===== src/rtl/mem_arbiter.sv =====
// Two-port (fetch / load-store) round-robin arbiter in front of a single-port
// word memory with a 1-cycle registered read. Requests are pre-checked for
// alignment and bounds; faulting requests answer without touching memory.
module mem_arbiter #(
  parameter int unsigned MEMORY_SIZE_WORDS = 1024,
  parameter int unsigned ADDR_WIDTH        = $clog2(MEMORY_SIZE_WORDS * 4)
) (
  input  logic        clk,
  input  logic        rst_n,

  input  logic        i_req_valid,
  output logic        i_req_ready,
  input  logic [31:0] i_req_addr,
  output logic        i_rsp_valid,
  output logic [31:0] i_rsp_data,
  output logic        i_rsp_err,

  input  logic        d_req_valid,
  output logic        d_req_ready,
  input  logic        d_req_we,
  input  logic [31:0] d_req_addr,
  input  logic [31:0] d_req_wdata,
  input  logic [3:0]  d_req_strb,
  output logic        d_rsp_valid,
  output logic [31:0] d_rsp_rdata,
  output logic        d_rsp_err,

  output logic        mem_clk_enable,
  output logic        mem_r_en,
  output logic [31:0] mem_r_addr,
  input  logic [31:0] mem_r_data,
  output logic        mem_w_en,
  output logic [31:0] mem_w_addr,
  output logic [31:0] mem_w_data,
  output logic [3:0]  mem_w_strb,
  input  logic [1:0]  mem_state,
  output logic        fault
);

  localparam logic [1:0]  MEMORY_STATE_SUCCESS = 2'd0;
  localparam logic [31:0] MEM_BYTES            = 32'(MEMORY_SIZE_WORDS * 4);

  typedef enum logic [1:0] {
    IDLE  = 2'd0,
    ISSUE = 2'd1,
    RESP  = 2'd2
  } state_t;

  typedef enum logic {
    SRC_I = 1'b0,
    SRC_D = 1'b1
  } src_t;

  // Request captured at accept; held until its response has gone out.
  typedef struct packed {
    logic [31:0] addr;
    logic        we;
    logic [31:0] wdata;
    logic [3:0]  strb;
    src_t        src;
    logic        err;
  } req_t;

  state_t      state_q, state_d;
  req_t        req_q, req_d;
  logic        rr_q, rr_d;          // 1: data port preferred on a tie
  logic        grant_i, grant_d;
  logic [31:0] acc_addr;
  logic        acc_err;
  logic        issue_d, resp_d;
  logic        i_rd_sel_q, d_rd_sel_q;

  // Arbitration, pre-check, capture and next-state selection.
  always_comb begin
    state_d     = state_q;
    req_d       = req_q;
    rr_d        = rr_q;
    grant_i     = 1'b0;
    grant_d     = 1'b0;
    acc_addr    = '0;
    acc_err     = 1'b0;
    i_req_ready = 1'b0;
    d_req_ready = 1'b0;

    case (state_q)
      IDLE:    state_d = IDLE;
      ISSUE:   state_d = RESP;
      RESP:    state_d = IDLE;
      default: state_d = IDLE;
    endcase

    if (state_q == IDLE || state_q == RESP) begin
      grant_i = i_req_valid && (!d_req_valid || !rr_q);
      grant_d = d_req_valid && !grant_i;
    end
    i_req_ready = grant_i;
    d_req_ready = grant_d;

    acc_addr = grant_d ? d_req_addr : i_req_addr;
    acc_err  = (acc_addr[1:0] != 2'b00) || (acc_addr >= MEM_BYTES);

    if (grant_i || grant_d) begin
      req_d.addr  = acc_addr;
      req_d.we    = grant_d && d_req_we;
      req_d.wdata = grant_d ? d_req_wdata : '0;
      req_d.strb  = grant_d ? d_req_strb : '0;
      req_d.src   = grant_d ? SRC_D : SRC_I;
      req_d.err   = acc_err;
      rr_d        = grant_i;
      state_d     = acc_err ? RESP : ISSUE;
    end
  end

  assign issue_d = (state_d == ISSUE);
  assign resp_d  = (state_d == RESP);

  // State, captured request, pointer and registered strobes/response flags.
  always_ff @(posedge clk or negedge rst_n) begin
    if (!rst_n) begin
      state_q        <= IDLE;
      req_q          <= '0;
      rr_q           <= 1'b0;
      mem_clk_enable <= 1'b0;
      mem_r_en       <= 1'b0;
      mem_w_en       <= 1'b0;
      i_rsp_valid    <= 1'b0;
      i_rsp_err      <= 1'b0;
      d_rsp_valid    <= 1'b0;
      d_rsp_err      <= 1'b0;
      i_rd_sel_q     <= 1'b0;
      d_rd_sel_q     <= 1'b0;
    end else begin
      state_q        <= state_d;
      req_q          <= req_d;
      rr_q           <= rr_d;
      mem_clk_enable <= issue_d;
      mem_r_en       <= issue_d && !req_d.we;
      mem_w_en       <= issue_d && req_d.we;
      i_rsp_valid    <= resp_d && (req_d.src == SRC_I);
      i_rsp_err      <= resp_d && (req_d.src == SRC_I) && req_d.err;
      d_rsp_valid    <= resp_d && (req_d.src == SRC_D);
      d_rsp_err      <= resp_d && (req_d.src == SRC_D) && req_d.err;
      i_rd_sel_q     <= resp_d && (req_d.src == SRC_I) && !req_d.err;
      d_rd_sel_q     <= resp_d && (req_d.src == SRC_D) && !req_d.err && !req_d.we;
    end
  end

  // Memory address/data come straight from the captured request registers.
  assign mem_r_addr = 32'(req_q.addr[ADDR_WIDTH-1:0]);
  assign mem_w_addr = 32'(req_q.addr[ADDR_WIDTH-1:0]);
  assign mem_w_data = req_q.wdata;
  assign mem_w_strb = req_q.strb;

  // Read data arrives from the memory's own output register during RESP.
  assign i_rsp_data  = i_rd_sel_q ? mem_r_data : '0;
  assign d_rsp_rdata = d_rd_sel_q ? mem_r_data : '0;

  assign fault = (mem_state != MEMORY_STATE_SUCCESS);

endmodule


===== config.mk =====
export PLATFORM = sky130hd
export DESIGN_NAME = mem_arbiter
export DESIGN_NICKNAME = d
export VERILOG_FILES = /design/src/rtl/mem_arbiter.sv
export SDC_FILE = /design/constraint.sdc
export NUM_CORES = 1
export LEC_CHECK = 0
export BUFFER_PORTS_ARGS = -buffer_cell sky130_fd_sc_hd__buf_2
export CAP_MARGIN = 10
export CORE_AREA = 10 10 112 114
export CTS_BUF_LIST = sky130_fd_sc_hd__clkbuf_8
export CTS_CLUSTER_DIAMETER = 120
export CTS_CLUSTER_SIZE = 20
export DETAILED_ROUTE_END_ITERATION = 8
export DIE_AREA = 0 0 122 124
export MAX_ROUTING_LAYER = met4
export PLACE_DENSITY = 0.71
export REMOVE_ABC_BUFFERS = 1
export SLEW_MARGIN = 20
export SYNTH_ARGS = -nofsm -noshare
export SYNTH_HDL_FRONTEND = slang
export SYNTH_SLANG_ARGS = --single-unit

===== constraint.sdc =====
create_clock -name clk -period 3.66 [get_ports clk]
set_clock_uncertainty 0.2 [all_clocks]
set_input_delay 0.549 -clock clk [delete_from_list [all_inputs] [get_ports clk]]
set_output_delay 0.549 -clock clk [all_outputs]
set_load 0.05 [all_outputs]

==> results.py <==
metrics = {
    "run_status": {
        "status": "finished, final reports clean",
    },
    "global_route": {
        "first_global_vias": 3367,
        "grt_pass1_wl_mm": 19.73,
        "grt_max_degree": 46,
        "grt_usage_pct": 17.19,
        "antenna_found_initial": 2,
        "globalRouteOverflowTotal": 0,
    },
    "placement": {
        "place.gp.congestion": 0.9173,
        "hpwl_mm": 11.78,
        "port_buffers": 272,
    },
    "cts": {
        "cts_hold_buffers": 0,
        "clock_latency_ns": 0.33,
        "cts.sinks": 62,
        "postCtsSetupBuffers": 0,
        "numCtsBuffers": 9,
        "cts_tree": "built",
        "clockBufferDepth": 2,
        "root_buffer": "clkbuf_8",
        "cts.clk_slew.worst_paths_ns": 0.07,
        "cts_resized": 0,
        "htreeDepth": 3,
    },
    "routing": {
        "drtPass1Iterations": 5,
        "drt_wl_total_mm": 13.79,
        "viasPerCell": 4.457,
        "drt_iter0_drc": 157,
        "antenna_left": 0,
        "drt-wirelength-per-cell_um": 19.61,
        "drc": 0,
        "dr_total_vias": 3133,
    },
    "sta": {
        "fin_crit_sh_pct": 64.99,
        "setup_tns_ns": 0,
        "max_freq_mhz": 420.4,
        "fin_crit_ns": 2.379,
        "finalHoldViolations": 0,
        "rsz0062_at_grt": "no",
        "drv_slew": 0,
        "finalSetupViolations": 0,
        "tightest_slew_ns": 0.6907,
        "whs_ns": 0.04344,
        "slew_headroom_pct": 53.96,
    },
    "logic_synthesis": {
        "synth_ff_type": "dfrtp_1",
        "synth-seq-area-share_pct": 43.75,
        "synth-edff-count": 0,
        "synth_cell_types": 29,
        "avgSynthCellArea_sq_um": 10.10,
        "synth_seq_cells": 62,
        "async_flop_share_pct": 100.0,
        "synth_top_area_share_pct": 43.75,
        "ys.warnings.count": 0,
        "synthCells": 351,
        "synth_top_area_cell": "dfrtp_1",
        "yosys-top-cells-area": "dfrtp_1, buf_4, and2_1, a22o_1, a222oi_1",
        "synth_area_sq_um": 3546,
    },
    "critical_path": {
        "endpoint_kind": "primary output",
        "cp.arrival_ns": 1.63,
        "crit_path_start_kind": "register",
        "crit_fanout": 32,
        "path_class": "reg -> out",
        "required_ns": 2.91,
    },
    "layout": {
        "fin_nets": 698,
        "area_delta_synth_final_pct": 30.52,
        "layout_common_cells": "buf_2, and2_1, dfrtp_1",
        "nFillCells": 1008,
        "multi_input_area_sq_um": 1300,
        "seqCellArea_sq_um": 1551,
        "drive_above_1_share_pct": 52.48,
        "mostFrequentLayoutCell": "buf_2",
    },
    "power_and_ir_drop": {
        "leakagePower_uw": 0.002744,
        "vdd_drop_max_uv": 244.6,
        "power.density_nw_per_um2": 417.4,
    },
    "floorplanning": {
        "core-area_sq_um": 10230,
        "die_h_um": 124,
        "num_io_pins": 313,
        "num_rows": 37,
        "initial_core_util_pct": 34.66,
        "die_width_um": 122,
        "die-area_sq_um": 15130,
    },
    "job": {
        "maxCapViolations": 0,
    },
    "min_path": {
        "min_path_type": "in -> async",
    },
}
-- cells by family after synthesis --
kind of cell           count (synthesis)  share of synthesized area (%)
multiplexers                           2                         0.5646
AO/OA/AOI/OAI                         57                          14.04
AND/OR/NAND/NOR                      100                          17.29
flip-flops                            62                          43.75
other                                  1                         0.1058
buffers and inverters                129                          24.24
-- registers in the layout, indices dropped and copies added, names as in the netlist, 3 cells and up --
name	count
mem_r_addr	12
mem_w_data	32
mem_w_strb	4
req_q	3
-- layout make-up --
cell class	instances	share of cell area, %
repair buffers	276	30.06
clock buffers	9	2.676
diodes	3	0.1622
flip-flops and latches	62	33.52
inverters	11	0.8921
clock inverters	7	0.9192
multi-input cells	199	28.09
well taps	136	3.677
-- path summary, 6_finish.rpt --
check / cells past startpoint / from / to / slack [ns]
min in group clk: 3 / d_req_addr[10] / mem_r_addr[10]$_DFFE_PN0N_ / 0.22
worst max register to register: 5 / mem_clk_enable$_DFF_PN0_ / mem_r_addr[1]$_DFFE_PN0N_ / 1.55
worst min-delay path: 1 / rst_n / mem_w_data[19]$_DFFE_PN0N_ / 0.04
worst min register to register: 1 / req_q[0]$_DFF_PN0_ / i_rd_sel_q$_DFF_PN0_ / 0.28
max in group asynchronous: 2 / rst_n / mem_r_en$_DFF_PN0_ / 2.35
worst max-delay path: 2 / i_rd_sel_q$_DFF_PN0_ / i_rsp_data[19] / 1.28
-- synthesized netlist by cell type (2+ instances only) --
cell        n
a222oi_1   10
buf_1       3
nor4_1      8
o21ai_0     3
nor3b_1     2
nand2_1     6
buf_4     100
or4_1       2
nand4_1     2
mux2i_1     2
nor2b_1     2
nor3_1      2
and2_1     65
dfrtp_1    62
nand2b_1    3
nor2_1      4
clkbuf_1   15
a22o_1     37
a21oi_1     3
inv_1      11
-- stage by stage --
step	area, sq um	utilization [%]	setup WS (ns)	total power [uW]	instances
after floorplan	2874	-	-0.2288	1223	272
after global placement	4454	43.54	1.269	1428	684
after detailed placement	4454	43.54	1.236	1436	684
after CTS	4621	45.16	1.255	1956	700
after global routing	4626	45.21	1.145	2023	702
final	4628	45.24	1.281	1932	703
-- power breakdown --
| part | switching (uW) | internal, uW | leakage [uW] |
|---|---|---|---|
| registers | 36.2 | 744 | 0.000788 |
| clock network | 268 | 240 | 0.0000862 |
| logic | 492 | 153 | 0.00187 |
-- layer usage --
| layer | routed length (um) | GRT usage [%] | up-vias |
|---|---|---|---|
| met5 | 0 | - | - |
| met4 | 148 | 5.663 | 0 |
| met3 | 1425 | 5.792 | 12 |
| met2 | 7272 | 30.15 | 180 |
| met1 | 4942 | 17.78 | 1470 |
| li1 | - | - | 1471 |
-- critical path, stage by stage, from the launching register on --
cell and delay, ns:
dfrtp_1 0.79, and2_1 0.23, buf_2 0.27
No activity file was read; power rests on OpenSTA's default activity.
